`src/rtl/mem_access_unit.sv`:
```
// rtl/mem_access_unit.sv - MEM-stage data memory access unit with stall, alignment check and timeout
//
// Purpose:
//   Turns the EX/MEM load/store controls into one data-memory handshake per
//   access. The pipeline is frozen while the access is in flight, and the load
//   result is returned size-selected and sign/zero-extended.
//
// Ports:
//   clk, rst_n                 clock (rising edge), asynchronous active-low reset
//   MemWrite, MemtoReg         store / load request from EX/MEM (store wins if both)
//   Byte, Half                 access size (Byte wins over Half, neither = word)
//   UnsignedExt_Mem            1 = zero-extend load lane, 0 = sign-extend
//   addr, wdata                effective address and store data
//   stall                      freeze for upstream pipeline registers (comb)
//   load_data, load_valid      extended load result and its one-cycle qualifier
//   addr_err                   misaligned access flag (comb, IDLE only)
//   bus_err                    timeout flag, high during the DONE cycle after abort
//   mem_req, mem_we, mem_be    memory request, write enable, byte enables
//   mem_addr, mem_wdata        word-aligned address and lane-replicated store data
//   mem_ack, mem_rdata         memory acknowledge and read data

module mem_access_unit #(
    parameter logic [7:0] TIMEOUT = 8'd255
) (
    input  logic        clk,
    input  logic        rst_n,
    input  logic        MemWrite,
    input  logic        MemtoReg,
    input  logic        Byte,
    input  logic        Half,
    input  logic        UnsignedExt_Mem,
    input  logic [31:0] addr,
    input  logic [31:0] wdata,
    output logic        stall,
    output logic [31:0] load_data,
    output logic        load_valid,
    output logic        addr_err,
    output logic        bus_err,
    output logic        mem_req,
    output logic        mem_we,
    output logic [3:0]  mem_be,
    input  logic        mem_ack,
    output logic [31:0] mem_addr,
    output logic [31:0] mem_wdata,
    input  logic [31:0] mem_rdata
);

    typedef enum logic [1:0] {
        IDLE = 2'd0,
        WAIT = 2'd1,
        DONE = 2'd2
    } state_t;

    state_t      state_q, state_d;
    logic [7:0]  cnt_q, cnt_d;

    logic        mem_req_q, mem_req_d;
    logic        mem_we_q, mem_we_d;
    logic [3:0]  mem_be_q, mem_be_d;
    logic [31:0] mem_addr_q, mem_addr_d;
    logic [31:0] mem_wdata_q, mem_wdata_d;
    logic [31:0] load_data_q, load_data_d;
    logic        load_valid_q, load_valid_d;
    logic        bus_err_q, bus_err_d;

    // Load attributes captured with the request so the result path does not
    // depend on EX/MEM contents while waiting for the memory.
    logic        is_load_q, is_load_d;
    logic        sz_byte_q, sz_byte_d;
    logic        sz_half_q, sz_half_d;
    logic        uns_q, uns_d;
    logic [1:0]  lane_q, lane_d;

    // Request decode
    logic        sz_byte, sz_half, sz_word;
    logic        req_any, misaligned, acc;
    logic [3:0]  be_dec;
    logic [31:0] wdata_rep;

    always_comb begin
        sz_byte    = Byte;
        sz_half    = ~Byte & Half;
        sz_word    = ~Byte & ~Half;
        misaligned = (sz_half & addr[0]) | (sz_word & (addr[1:0] != 2'b00));
        req_any    = MemWrite | MemtoReg;
        acc        = req_any & ~misaligned;

        if (sz_byte) begin
            be_dec    = 4'b0001 << addr[1:0];
            wdata_rep = {4{wdata[7:0]}};
        end else if (sz_half) begin
            be_dec    = 4'b0011 << addr[1:0];
            wdata_rep = {2{wdata[15:0]}};
        end else begin
            be_dec    = 4'b1111;
            wdata_rep = wdata;
        end
    end

    // Load lane select and extension from the latched attributes
    logic [7:0]  byte_lane;
    logic [15:0] half_lane;
    logic [31:0] load_ext;

    always_comb begin
        case (lane_q)
            2'd0:    byte_lane = mem_rdata[7:0];
            2'd1:    byte_lane = mem_rdata[15:8];
            2'd2:    byte_lane = mem_rdata[23:16];
            default: byte_lane = mem_rdata[31:24];
        endcase
        half_lane = lane_q[1] ? mem_rdata[31:16] : mem_rdata[15:0];

        if (sz_byte_q) begin
            load_ext = uns_q ? {24'h0, byte_lane} : {{24{byte_lane[7]}}, byte_lane};
        end else if (sz_half_q) begin
            load_ext = uns_q ? {16'h0, half_lane} : {{16{half_lane[15]}}, half_lane};
        end else begin
            load_ext = mem_rdata;
        end
    end

    // Next state and registered outputs
    always_comb begin
        state_d      = state_q;
        cnt_d        = cnt_q;
        mem_req_d    = mem_req_q;
        mem_we_d     = mem_we_q;
        mem_be_d     = mem_be_q;
        mem_addr_d   = mem_addr_q;
        mem_wdata_d  = mem_wdata_q;
        load_data_d  = load_data_q;
        load_valid_d = 1'b0;
        bus_err_d    = 1'b0;
        is_load_d    = is_load_q;
        sz_byte_d    = sz_byte_q;
        sz_half_d    = sz_half_q;
        uns_d        = uns_q;
        lane_d       = lane_q;

        case (state_q)
            IDLE: begin
                if (acc) begin
                    state_d     = WAIT;
                    cnt_d       = 8'd0;
                    mem_req_d   = 1'b1;
                    mem_we_d    = MemWrite;
                    mem_be_d    = be_dec;
                    mem_addr_d  = {addr[31:2], 2'b00};
                    mem_wdata_d = wdata_rep;
                    is_load_d   = MemtoReg & ~MemWrite;
                    sz_byte_d   = sz_byte;
                    sz_half_d   = sz_half;
                    uns_d       = UnsignedExt_Mem;
                    lane_d      = addr[1:0];
                end
            end

            WAIT: begin
                if (mem_ack || (cnt_q == TIMEOUT)) begin
                    // Request side is released when the access completes so an
                    // idle unit presents a quiet bus.
                    state_d      = DONE;
                    mem_req_d    = 1'b0;
                    mem_we_d     = 1'b0;
                    mem_be_d     = 4'b0000;
                    mem_addr_d   = 32'h0;
                    mem_wdata_d  = 32'h0;
                    load_valid_d = is_load_q;
                    if (mem_ack) begin
                        if (is_load_q) begin
                            load_data_d = load_ext;
                        end
                    end else begin
                        bus_err_d   = 1'b1;
                        load_data_d = 32'h0;
                    end
                end else begin
                    cnt_d = cnt_q + 8'd1;
                end
            end

            DONE: begin
                state_d = IDLE;
            end

            default: begin
                state_d = IDLE;
            end
        endcase
    end

    always_ff @(posedge clk or negedge rst_n) begin
        if (!rst_n) begin
            state_q      <= IDLE;
            cnt_q        <= 8'd0;
            mem_req_q    <= 1'b0;
            mem_we_q     <= 1'b0;
            mem_be_q     <= 4'b0000;
            mem_addr_q   <= 32'h0;
            mem_wdata_q  <= 32'h0;
            load_data_q  <= 32'h0;
            load_valid_q <= 1'b0;
            bus_err_q    <= 1'b0;
            is_load_q    <= 1'b0;
            sz_byte_q    <= 1'b0;
            sz_half_q    <= 1'b0;
            uns_q        <= 1'b0;
            lane_q       <= 2'd0;
        end else begin
            state_q      <= state_d;
            cnt_q        <= cnt_d;
            mem_req_q    <= mem_req_d;
            mem_we_q     <= mem_we_d;
            mem_be_q     <= mem_be_d;
            mem_addr_q   <= mem_addr_d;
            mem_wdata_q  <= mem_wdata_d;
            load_data_q  <= load_data_d;
            load_valid_q <= load_valid_d;
            bus_err_q    <= bus_err_d;
            is_load_q    <= is_load_d;
            sz_byte_q    <= sz_byte_d;
            sz_half_q    <= sz_half_d;
            uns_q        <= uns_d;
            lane_q       <= lane_d;
        end
    end

    // DONE drops stall so EX/MEM advances on the edge that returns us to IDLE.
    assign stall      = rst_n & (((state_q == IDLE) & acc) | (state_q == WAIT));
    assign addr_err   = rst_n & (state_q == IDLE) & req_any & misaligned;

    assign mem_req    = mem_req_q;
    assign mem_we     = mem_we_q;
    assign mem_be     = mem_be_q;
    assign mem_addr   = mem_addr_q;
    assign mem_wdata  = mem_wdata_q;
    assign load_data  = load_data_q;
    assign load_valid = load_valid_q;
    assign bus_err    = bus_err_q;

endmodule

```
`config.mk`:
```
export PLATFORM = sky130hd
export DESIGN_NAME = mem_access_unit
export DESIGN_NICKNAME = d
export VERILOG_FILES = /design/src/rtl/mem_access_unit.sv
export SDC_FILE = /design/constraint.sdc
export NUM_CORES = 1
export LEC_CHECK = 0
export CELL_PAD_IN_SITES_DETAIL_PLACEMENT = 0
export CELL_PAD_IN_SITES_GLOBAL_PLACEMENT = 1
export CORE_MARGIN = 5
export CORE_UTILIZATION = 36
export DETAILED_ROUTE_END_ITERATION = 8
export PLACE_DENSITY_LB_ADDON = 0.1
export SYNTH_ARGS = -nofsm -noshare
export SYNTH_HDL_FRONTEND = slang
export SYNTH_SLANG_ARGS = --single-unit
```
`constraint.sdc`:
```
create_clock -name clk -period 5.05 [get_ports clk]
set_clock_uncertainty 0.2 [all_clocks]
set_input_delay 0.505 -clock clk [delete_from_list [all_inputs] [get_ports clk]]
set_output_delay 0.505 -clock clk [all_outputs]
set_load 0.005 [all_outputs]
```
==> impl_metrics.tcl <==
set metrics [dict create \
    status "completed" \
    crit_chain "clkdlybuf4s50_1 > inv_1 > ha_1 > nor2b_1 > or3_1 > nor3_1 > clkdlybuf4s50_1" \
    root_buffer "clkbuf_16" \
    tightestPinTransition_ps 1206 \
    r2r_start "state_q[1]" \
    wl_mm 17.00 \
    io-pin-count 210 \
    finalSetupTns_ps 0 \
    worstSetupEndpointType "output port" \
    synthDominantCellAreaShare 0.5501 \
    slowest_stage "clkdlybuf4s50_1" \
    clkPwrFrac 0.256 \
    p_per_area_mw_per_mm2 585.9 \
    cts_tree "yes" \
    hold_class "in2async" \
    grt-ovfl-total 0 \
    dp_slack_ps 1471 \
    comb_power_share 0.388 \
    grt_pass1_wl_mm 27.13 \
    post_cts_resized 0 \
    max_slew_margin 0.1928 \
    yosysUniqueCellTypes 52 \
    routed_via_density 5.437 \
    fin_nets 748 \
    r2r_slack_ps 2450 \
    drc 0 \
    synth_area_leaders "dfrtp_1, a22o_1, mux2i_1" \
    cp.arrival_ps 2770 \
    hold_ws_ps 95.92 \
    ys_warn_count 0 \
    timing_hold_violations_final 0 \
    portBuffers 207 \
    register_area_mm2 0.002953 \
    finalSetupViolations 0 \
    hpwlAfterDp_mm 12.12 \
    ys_ff_latch 118 \
    syn_inst 438 \
    dp_cells 804 \
    die_area_mm2 0.01745 \
    rr_worst_depth 5 \
    cts.path.max_buffers 2 \
    slew_violations 0 \
    multi_input_area_mm2 0.002221 \
    firstDrtPassIters 6 \
    track_usage 0.1949 \
    cp_top_family "buffers and inverters" \
    std_cell_rows 44 \
    rsz0062_at_grt "no" \
    drv_cap 0 \
    drtIter0Drc 370 \
    hold_buffers 0 \
    place_area_mm2 0.007560 \
    via_count 4540 \
    fillers 1207 \
    clkTransAtPathRegs_ps 50 \
    crit_path_frequent_cell "clkdlybuf4s50_1" \
    wl_per_cell_um 20.36 \
    final_cells 835 \
    reg2reg_to "load_data[18]" \
    p_switching_mw 1.422 \
    fin_crit_ps 3473 \
    leakagePower_nw 3.609 \
    path_max_fanout 6 \
    synth_edf_count 0 \
    gp_congestion 0.8064 \
    clock_sink_count 118 \
    synth_top_area_cell "dfrtp_1" \
    dieWidth_um 132.1 \
    syn_area_mm2 0.005368 \
    clk_latency_ps 410 \
    vdd_drop_max_mv 0.2896 \
    critPathMaxStageDelay_ps 580 \
    coreArea_mm2 0.01459 \
    crit_required_ps 4350 \
    timing_worst_setup_path_type "in2out" \
    fin_crit_sh 0.6877 \
    design_area_mm2 0.008160 \
    synth.avg_cell_area_um2 12.25 \
    synthArstFlopShare 1.000 \
    h-tree-depth 4 \
    seqPwrFrac 0.356 \
    fmax_mhz 288.0 \
    grt_max_degree 71 \
    ys_seq_area_frac 0.5501 \
    p_sw_frac 0.2974 \
    cp-start-kind "input pin" \
    die_y_um 132.1 \
    grt_pass1_vias 4882 \
    antenna_left 0 \
    antenna_found_initial 0 \
    cts_setup_buffers 0 \
    start_util 0.3679 \
    synth_flop_cell "dfrtp_1" \
    antenna_cells 0 \
    synthToLayoutAreaGrowth_pct 52.03 \
    cts_buffers 17 \
    internal_power_mw 3.359 \
    drive_gt1_frac 0.08449 \
    worst-path-buf-inv 3 \
    fin_ws_ps 1577 \
]
[cell type report]
type / count / area share
clock buffers: 23 / 0.05857
clock inverters: 8 / 0.01503
inverters: 5 / 0.002300
multi-input cells: 281 / 0.2722
flip-flops and latches: 118 / 0.3619
well taps: 184 / 0.02821
repair buffers: 216 / 0.2619
[Yosys cell counts, drive strengths merged (2+ instances only)]
library cell,instances
o22ai,8
and4,2
o21ai,26
clkbuf,9
nand3,7
buf,26
a211oi,2
and3,2
mux4,8
o2bb2ai,18
a222oi,7
nor3,3
nor2,12
ha,5
a221o,16
a21oi,9
nor2b,3
o31ai,2
a21o,9
nand2b,3
a22o,48
inv,5
dfrtp,118
xnor2,2
mux2i,32
and2,3
nand2,35
[metrics by stage]
stage | utilization | total power [mW]
after floorplan | - | 2.431
after global placement | 0.5182 | 3.559
after detailed placement | 0.5182 | 3.585
after CTS | 0.5593 | 4.847
after global routing | 0.5593 | 5.065
final | 0.5593 | 4.782
[cells in the final DEF, fill, tap and decap left out, types with 7 or more instances in the layout]
cell type and n:
clkdlybuf4s50_1 206, nor2_1 10, o22ai_1 8, a222oi_1 7
a21o_1 9, o2bb2ai_1 18, nand2_1 35, mux4_2 8
o21ai_0 26, mux2i_1 32, a22o_1 48, nand3_1 7
buf_4 10, dfrtp_1 118, clkbuf_16 17, a21oi_1 8
a221o_1 16
[cell families after synthesis]
logic type | Yosys count | share of synthesized area
other | 1 | 0.0006986
buffers and inverters | 40 | 0.04032
DFF | 118 | 0.5501
muxes | 41 | 0.09534
AOI/OAI and AO/OA | 151 | 0.2224
and+or+nand+nor | 79 | 0.07460
adders and majority gates | 5 | 0.01166
xor gates and xnor gates | 3 | 0.004896
[sequential cells by signal, indices dropped and copies added (netlist names)]
signal	cells
mem_we	1
sz_byte_q	1
mem_req	1
sz_half_q	1
load_data	32
cnt_q	8
mem_wdata	32
state_q	2
lane_q	2
mem_be	4
is_load_q	1
uns_q	1
load_valid	1
mem_addr	30
bus_err	1
[per-layer routing]
metal | share of wire | global-route usage | vias to the layer above
met5 | 0 | 0 | -
met4 | 0.014 | 0.05486 | 0
met3 | 0.084 | 0.07901 | 16
met2 | 0.47 | 0.2970 | 172
met1 | 0.44 | 0.2577 | 2267
li1 | - | - | 2085
[worst max-delay path by stage]
stage                 start             to  slack, ps  depth (start not counted)
floorplan           addr[0]          stall       2620                          8
global placement    addr[0]  mem_wdata[31]       1570                          8
detailed placement  addr[0]  mem_wdata[31]       1470                          8
CTS                 addr[0]       addr_err       1560                          7
global route        addr[0]          stall       1420                          8
finish              addr[0]       addr_err       1580                          7
[power groups by stage]
stage	logic [mW]	clock network, mW	registers, mW
detailed placement	1.88	0	1.70
global route	2.01	1.29	1.77
floorplan	0.784	0	1.65
CTS	1.89	1.25	1.71
global placement	1.85	0	1.70
finish	1.86	1.23	1.70
[worst reg2reg max path: cells and delay by family (launching register included)]
| kind | cells | cell delay, ps |
|---|---|---|
| AOI/OAI and AO/OA | 1 | 300 |
| buffers and inverters | 1 | 210 |
| and+or+nand+nor | 3 | 1410 |
| DFF | 1 | 420 |
(Power assumes the default switching activity.)
